===== src/rtl/muldiv_unit.sv =====
// Shared iterative multiply/divide engine for the multicycle CPU datapath.
// Shift-add multiply and restoring divide run on sign-stripped magnitudes.
// Signs are reapplied in a final fix-up cycle that writes the HI/LO pair.
module muldiv_unit #(
  parameter int WIDTH = 32
) (
  input  logic             clk,
  input  logic             reset,
  input  logic             start,
  input  logic [1:0]       op,
  input  logic [WIDTH-1:0] a,
  input  logic [WIDTH-1:0] b,
  output logic             busy,
  output logic             done,
  output logic [WIDTH-1:0] hi,
  output logic [WIDTH-1:0] lo,
  output logic             div_zero
);

  localparam int CW = $clog2(WIDTH + 1);

  typedef enum logic [1:0] {IDLE, ITER, FIX} state_t;

  state_t state, state_next;

  logic [CW-1:0]      count;
  logic [2*WIDTH-1:0] acc;        // product accumulator or {remainder, quotient}
  logic [WIDTH-1:0]   operand;    // multiplicand or divisor magnitude
  logic               is_div;
  logic               neg_res;    // product / quotient must be negated
  logic               neg_rem;    // remainder must be negated
  logic               zero_flag;

  // Operand sign handling at start time; op[0]=1 selects the unsigned ops.
  logic             is_signed_in;
  logic             a_neg, b_neg;
  logic [WIDTH-1:0] a_mag, b_mag;
  logic             b_is_zero;

  assign is_signed_in = ~op[0];
  assign a_neg        = is_signed_in & a[WIDTH-1];
  assign b_neg        = is_signed_in & b[WIDTH-1];
  assign a_mag        = a_neg ? (~a + 1'b1) : a;
  assign b_mag        = b_neg ? (~b + 1'b1) : b;
  assign b_is_zero    = (b == {WIDTH{1'b0}});

  // One iteration step of either algorithm.
  logic [WIDTH:0]     mul_sum;
  logic [2*WIDTH-1:0] mul_next;
  logic [WIDTH+1:0]   div_diff;
  logic [2*WIDTH-1:0] div_next;

  assign mul_sum  = {1'b0, acc[2*WIDTH-1:WIDTH]}
                  + {1'b0, (acc[0] ? operand : {WIDTH{1'b0}})};
  assign mul_next = {mul_sum, acc[WIDTH-1:1]};
  assign div_diff = {1'b0, acc[2*WIDTH-1:WIDTH-1]} - {2'b00, operand};
  assign div_next = div_diff[WIDTH+1] ? {acc[2*WIDTH-2:0], 1'b0}
                                      : {div_diff[WIDTH-1:0], acc[WIDTH-2:0], 1'b1};

  // Sign fix-up of the finished magnitudes.
  logic [2*WIDTH-1:0] prod_fix;
  logic [WIDTH-1:0]   quo_fix, rem_fix;

  assign prod_fix = neg_res ? (~acc + 1'b1) : acc;
  assign quo_fix  = neg_res ? (~acc[WIDTH-1:0] + 1'b1) : acc[WIDTH-1:0];
  assign rem_fix  = neg_rem ? (~acc[2*WIDTH-1:WIDTH] + 1'b1) : acc[2*WIDTH-1:WIDTH];

  assign busy = (state != IDLE);

  // State register.
  always_ff @(posedge clk or posedge reset) begin
    if (reset) state <= IDLE;
    else       state <= state_next;
  end

  // Next-state logic: divide by zero skips the iterations entirely.
  always_comb begin
    state_next = state;
    case (state)
      IDLE: if (start) state_next = (op[1] && b_is_zero) ? FIX : ITER;
      ITER: if (count == CW'(1)) state_next = FIX;
      FIX:  state_next = IDLE;
      default: state_next = IDLE;
    endcase
  end

  // Datapath: operand capture, iteration, and the registered result pair.
  always_ff @(posedge clk or posedge reset) begin
    if (reset) begin
      count     <= '0;
      acc       <= '0;
      operand   <= '0;
      is_div    <= 1'b0;
      neg_res   <= 1'b0;
      neg_rem   <= 1'b0;
      zero_flag <= 1'b0;
      hi        <= '0;
      lo        <= '0;
      done      <= 1'b0;
      div_zero  <= 1'b0;
    end else begin
      done     <= 1'b0;
      div_zero <= 1'b0;
      case (state)
        IDLE: begin
          if (start) begin
            count     <= CW'(WIDTH);
            is_div    <= op[1];
            neg_res   <= a_neg ^ b_neg;
            neg_rem   <= a_neg;
            zero_flag <= op[1] & b_is_zero;
            if (op[1]) begin
              acc     <= {{WIDTH{1'b0}}, a_mag};
              operand <= b_mag;
            end else begin
              acc     <= {{WIDTH{1'b0}}, b_mag};
              operand <= a_mag;
            end
          end
        end
        ITER: begin
          count <= count - 1'b1;
          acc   <= is_div ? div_next : mul_next;
        end
        FIX: begin
          done     <= 1'b1;
          div_zero <= zero_flag;
          if (!zero_flag) begin
            if (is_div) begin
              hi <= rem_fix;
              lo <= quo_fix;
            end else begin
              hi <= prod_fix[2*WIDTH-1:WIDTH];
              lo <= prod_fix[WIDTH-1:0];
            end
          end
        end
        default: ;
      endcase
    end
  end

endmodule

===== config.mk =====
export PLATFORM = sky130hd
export DESIGN_NAME = muldiv_unit
export DESIGN_NICKNAME = d
export VERILOG_FILES = /design/src/rtl/muldiv_unit.sv
export SDC_FILE = /design/constraint.sdc
export NUM_CORES = 1
export LEC_CHECK = 0
export ABC_CLOCK_PERIOD_IN_PS = 6900
export CORE_MARGIN = 8
export CORE_UTILIZATION = 50
export CTS_BUF_LIST = sky130_fd_sc_hd__clkbuf_2
export DETAILED_ROUTE_END_ITERATION = 8
export MAX_ROUTING_LAYER = met4
export PLACE_DENSITY = 0.82
export SLEW_MARGIN = 20
export SYNTH_ARGS = -nofsm -noshare
export SYNTH_HDL_FRONTEND = slang
export SYNTH_SLANG_ARGS = --single-unit

===== constraint.sdc =====
create_clock -name clk -period 6.9 [get_ports clk]
set_input_delay 1.38 -clock clk [delete_from_list [all_inputs] [get_ports clk]]
set_output_delay 1.38 -clock clk [all_outputs]
set_load 0.03 [all_outputs]

**Word level (Yosys, flattened, before mapping)**

Cells that the tools add are included.

- Add/subtract/negate cells: 8
- Eq/ne operators: 5
- Mux-type cells: 22
- Bitwise logic cells: 11
- Reduce and logical (&&, ||, !) cells: 9

Operators with widths:

| kind | number |
|---|---|
| $mux W32 | 9 |
| $mux W64 | 4 |
| $add A32 B1 Y32 const B | 4 |
| $not A32 Y32 | 4 |
| $pmux W64 S2 | 1 |
| $add A64 B1 Y64 const B | 1 |
| $not A64 Y64 | 1 |
| $sub A33 B32 Y34 | 1 |
| $add A32 B32 Y33 | 1 |
| $logic_not A32 Y1 | 1 |
| $pmux W6 S2 | 1 |
| $reduce_and A2 Y1 | 4 |
| $eq A6 B1 Y1 const B | 1 |
| $mux W2 | 3 |
| $mux W6 | 1 |
| $sub A6 B1 Y6 const B | 1 |
| $ne A2 B2 Y1 const B | 2 |
| $pmux W2 S2 | 1 |
| $reduce_bool A2 Y1 | 2 |
| $and A1 B1 Y1 | 3 |
| $eq A2 B1 Y1 const B | 1 |
| $eq A2 B2 Y1 const B | 1 |
| $logic_not A2 Y1 | 1 |
| $mux W1 | 2 |
| other kinds (3) | 4 |

- Register bits: 174
- Bits of input ports: 69
- Output and inout port bits: 67
- Logic and storage cells: 67

**Depth between registers and ports, before layout**

- Depth after elaboration: 6
- Gate-level depth with buffers: 14
- Mapped depth without buffers: 13

**Least setup slack after synthesis**

Ideal clock, no wire load.

- Kind: input port to flip-flop
- Start: input port b[9]
- End: register acc[25]
- Setup time: 138 ps
- Data arrival time: 3832 ps
- Setup slack: 2929 ps
- Cell stages on the path: 9
- Buffers on the path: 0
- Cells stage by stage: or4_4 > or4_4 > or4_4 > or3_4 > o31ai_4 > xor2_1 > nand2_1 > o211ai_1 > a22oi_2

- Word-level cells in the longest chain between the ends: 6

RTL lines:

| element | RTL line | source |
|---|---|---|
| start, declared | 12 | `input logic [WIDTH-1:0] b,` |
| $not A32 Y32 | 44 | `assign b_mag = b_neg ? (~b + 1'b1) : b;` |
| $add A32 B1 Y32 | 44 |  |
| $mux W32 | 44 |  |
| $mux W32 | 112 | `if (op[1]) begin` |
| $mux W64 | 106 | `if (start) begin` |
| $pmux W64 S2 | 104 | `case (state)` |
| end signal, assigned | 113 | `acc <= {{WIDTH{1'b0}}, a_mag};` |
| end signal, assigned | 116 | `acc <= {{WIDTH{1'b0}}, b_mag};` |
| end signal, assigned | 123 | `acc <= is_div ? div_next : mul_next;` |
| end, declared | 27 | `logic [2*WIDTH-1:0] acc;` |

Every way passes these cells. The select of a mux whose other input is x is not followed.
A chain may end at the register's enable or synchronous reset.

**Worst setup path in the final report**

- Start: register acc[31]
- End: register acc[60]

- Word-level cells in the longest chain between the ends: 4

RTL lines:

| element | RTL line | source |
|---|---|---|
| $sub A33 B32 Y34 | 56 | `assign div_diff = {1'b0, acc[2*WIDTH-1:WIDTH-1]} - {2'b00, operand};` |
| $mux W64 | 57 | `assign div_next = div_diff[WIDTH+1] ? {acc[2*WIDTH-2:0], 1'b0}` |
| $mux W64 | 123 |  |
| $pmux W64 S2 | 104 |  |

Every way passes these cells.

==> flow_summary.yaml <==
sta:
  rsz0062_at_grt: "no"
  setup_viol: 0
  slew_viol_final: 0
  fin_setup_tns_ns: 0
  final.period_utilization_pct: 60.4
  fin_hold_ws_ns: 0.500
  finalClockSkew_ns: 0.0694
  finalHoldViolations: 0
  max_freq_mhz: 240
  period_minus_slack_ns: 4.17
  setup_slack_ns: 2.73
  tightestPinTransition_ns: 1.15
  slew_headroom_pct: 23.2
yosys:
  synth_fa_ha_area_share_pct: 6.40
  avgSynthCellArea_um2: 7.97
  synth-simple-area-share_pct: 18.1
  yosysUniqueCellTypes: 80
  synthMuxAreaShare_pct: 3.45
  synth_xor_xnor_area_share_pct: 9.97
  synth_cells: 1797
  synth_compound_area_share_pct: 26.9
  yosysWarnings: 0
  synth_fp_nets: 1938
  async_reset_ff_share_pct: 100
  synth_top_family_by_area: "compound AO/OA/AOI/OAI gates"
  synth.cell_area_um2: 14300
  synth_seq_cells: 174
  synth_edf_count: 0
  synth_seq_area_share_pct: 30.4
  synth_ff_type: "dfrtp_1"
drt:
  vias: 13996
  vias_per_cell: 6.21
  wirelength_um: 44400
  wl_per_cell_um: 19.7
  first_iter_violations: 1570
  drc_errors: 0
  dr.pass1.iters: 6
  detail-route-antenna-nets: 0
worst_setup_path:
  worstPathMaxFanout: 4
  end_kind: "flip-flop"
  start_kind: "flip-flop"
  cp.arrival_ns: 4.92
  worstPathRequired_ns: 7.65
  path_class: "reg -> reg"
floorplan:
  die_area_um2: 34300
  die_h_um: 185
  die_w_um: 185
  rows: 62
  ios: 136
  initial_utilization_pct: 50.3
  core_area_um2: 28500
final_layout:
  fill_cells: 2644
  nets: 1996
  drive_above_1_share_pct: 4.82
  fin_cells: 2254
  syn2layout_area_growth_pct: 12.8
global_route:
  use_met3_pct: 5.43
  grt_pass1_vias: 12925
  track_usage_pct: 25.9
  grt_pass1_wl_um: 69000
  gr-total-overflow: 0
  grt_max_degree: 129
  grt_use_met1_pct: 34.3
  use_met2_pct: 39.0
  grt_busiest_layer: "met2"
  antenna_found_initial: 2
power:
  ir_drop_v: 0.000219
  p_leak_nw: 6.70
  powerDensity_nw_per_um2: 557
clock_tree:
  cts_tree: "yes"
  cts_buffers: 17
  cts_setup_buffers: 0
  clock-sinks: 174
  insertion_delay_ns: 0.83
  cts_hold_buffers: 0
  clkTransAtPathRegs_ns: 0.35
  clock_path_buffers: 2
  cts_resized: 0
  clock-root-buffer: "clkbuf_2"
  htreeDepth: 4
place:
  dp.cells: 2220
  place_ws_ns: 2.21
  portBuffers: 135
  place_hpwl_um: 33500
  gp_congestion: 0.975
worst_hold_path:
  hold_class: "reg -> reg"
outcome:
  status: "complete, no violations"
flow_run:
  cap_violations: 0
layout by cell type (no fill, tap or decap), types with 12 or more instances in the layout:
| master | instances |
|---|---|
| o21ai_0 | 213 |
| nand2_1 | 200 |
| dfrtp_1 | 172 |
| a21oi_1 | 134 |
| clkdlybuf4s50_1 | 134 |
| nor2_1 | 126 |
| xnor2_1 | 83 |
| xor2_1 | 80 |
| ha_1 | 70 |
| inv_1 | 66 |
| mux2i_1 | 46 |
| nor3_1 | 45 |
| a211oi_1 | 39 |
| o211ai_1 | 37 |
| a21o_1 | 36 |
| nand3_1 | 35 |
| or3_1 | 25 |
| o31ai_1 | 24 |
| a31oi_1 | 20 |
| nand2b_1 | 17 |
| clkbuf_2 | 17 |
| or4_1 | 13 |
| o21a_1 | 13 |
| buf_4 | 13 |
| o41ai_1 | 12 |
where the power goes:
group          switching, mW  internal [mW]  leakage (nW)
registers              0.756           1.50          2.08
logic                   3.58           2.53          4.45
clock network          0.480          0.141         0.164
total                   4.81           4.17          6.70
layout make-up:
class                   count  area [um^2]  area share, %
repair buffers            148         1440           8.95
multi-input cells        1446         9310           57.7
inverters                  68          260           1.61
flip-flops and latches    174         4360           27.0
diodes                      2         5.00         0.0310
well taps                 384          480           2.98
clock inverters            15          201           1.25
clock buffers              17         85.1          0.527
final timing paths:
path	depth (start not counted)	from	endpoint	slack, ns
setup / recovery	13	acc[31]	acc[60]	2.73
hold / removal	1	count[5]	count[5]	0.50
setup reg to reg	13	acc[31]	acc[60]	2.73
hold reg to reg	1	count[5]	count[5]	0.50
max in group asynchronous	3	reset	acc[51]	4.46
min in group asynchronous	2	reset	lo[10]	0.98
synth_stat cells (all sizes together) (9+ instances only):
library cell / number / share of area [%]
mux2i: 46 / 3.2
o21bai: 9 / 0.47
nor2: 127 / 3.3
a31oi: 20 / 0.87
o21ai: 223 / 7.8
o21a: 13 / 0.68
buf: 19 / 0.59
a211oi: 39 / 2.0
ha: 70 / 6.1
xor2: 80 / 4.9
and2: 13 / 0.57
nor4: 11 / 0.48
nand2: 201 / 5.3
o41ai: 12 / 0.73
nor2b: 12 / 0.52
clkbuf: 90 / 2.4
or3: 28 / 1.3
dfrtp: 174 / 30
o211ai: 37 / 1.9
nand3: 35 / 1.2
a21o: 36 / 1.9
a22oi: 11 / 0.61
xnor2: 83 / 5.1
nor3: 45 / 1.6
inv: 68 / 1.8
or4: 16 / 0.92
a21oi: 134 / 4.7
nand2b: 19 / 0.83
o31ai: 28 / 1.9
worst max-delay path, cell delays in order, from the launching register on:
cell	delay, ns
dfrtp_1	0.49
inv_1	0.14
ha_1	0.20
inv_1	0.06
fa_1	0.43
a211oi_1	0.46
o211ai_1	0.28
a221oi_1	0.66
o31a_1	0.36
nor3_1	0.13
o21a_1	0.21
or3_1	0.35
a211oi_1	0.26
o21ai_0	0.12
cell families (layout without fill, tap and decap cells):
logic type,count (synthesis),in the layout
AO/OA/AOI/OAI,616,616
XOR/XNOR,163,163
adder cells (fa/ha/maj),72,72
buffers and inverters,177,248
flip-flops,174,174
multiplexers,49,49
other,0,2
AND/OR/NAND/NOR,546,546
registers in the layout (all words and copies together) (netlist names):
name and count:
operand 32, hi 32, neg_res 1, div_zero 1
acc 64, lo 32, zero_flag 1, neg_rem 1
is_div 1, state 2, done 1, count 6
metrics by stage:
step	power, mW	utilization [%]	area, um^2
CTS	8.87	56.7	16100
global route	9.65	56.7	16100
global placement	8.08	55.7	15800
finish	8.98	56.7	16100
floorplan	6.49	-	14300
detailed placement	8.24	55.7	15800
per-layer routing:
metal	vias to the layer above	share of wire [%]	wire, um
met4	0	3.1	1390
met2	641	45	19900
li1	6619	-	-
met3	81	9.6	4250
met5	-	0	0
met1	6655	42	18900
Note: power is estimated with default switching activity, not from simulation.
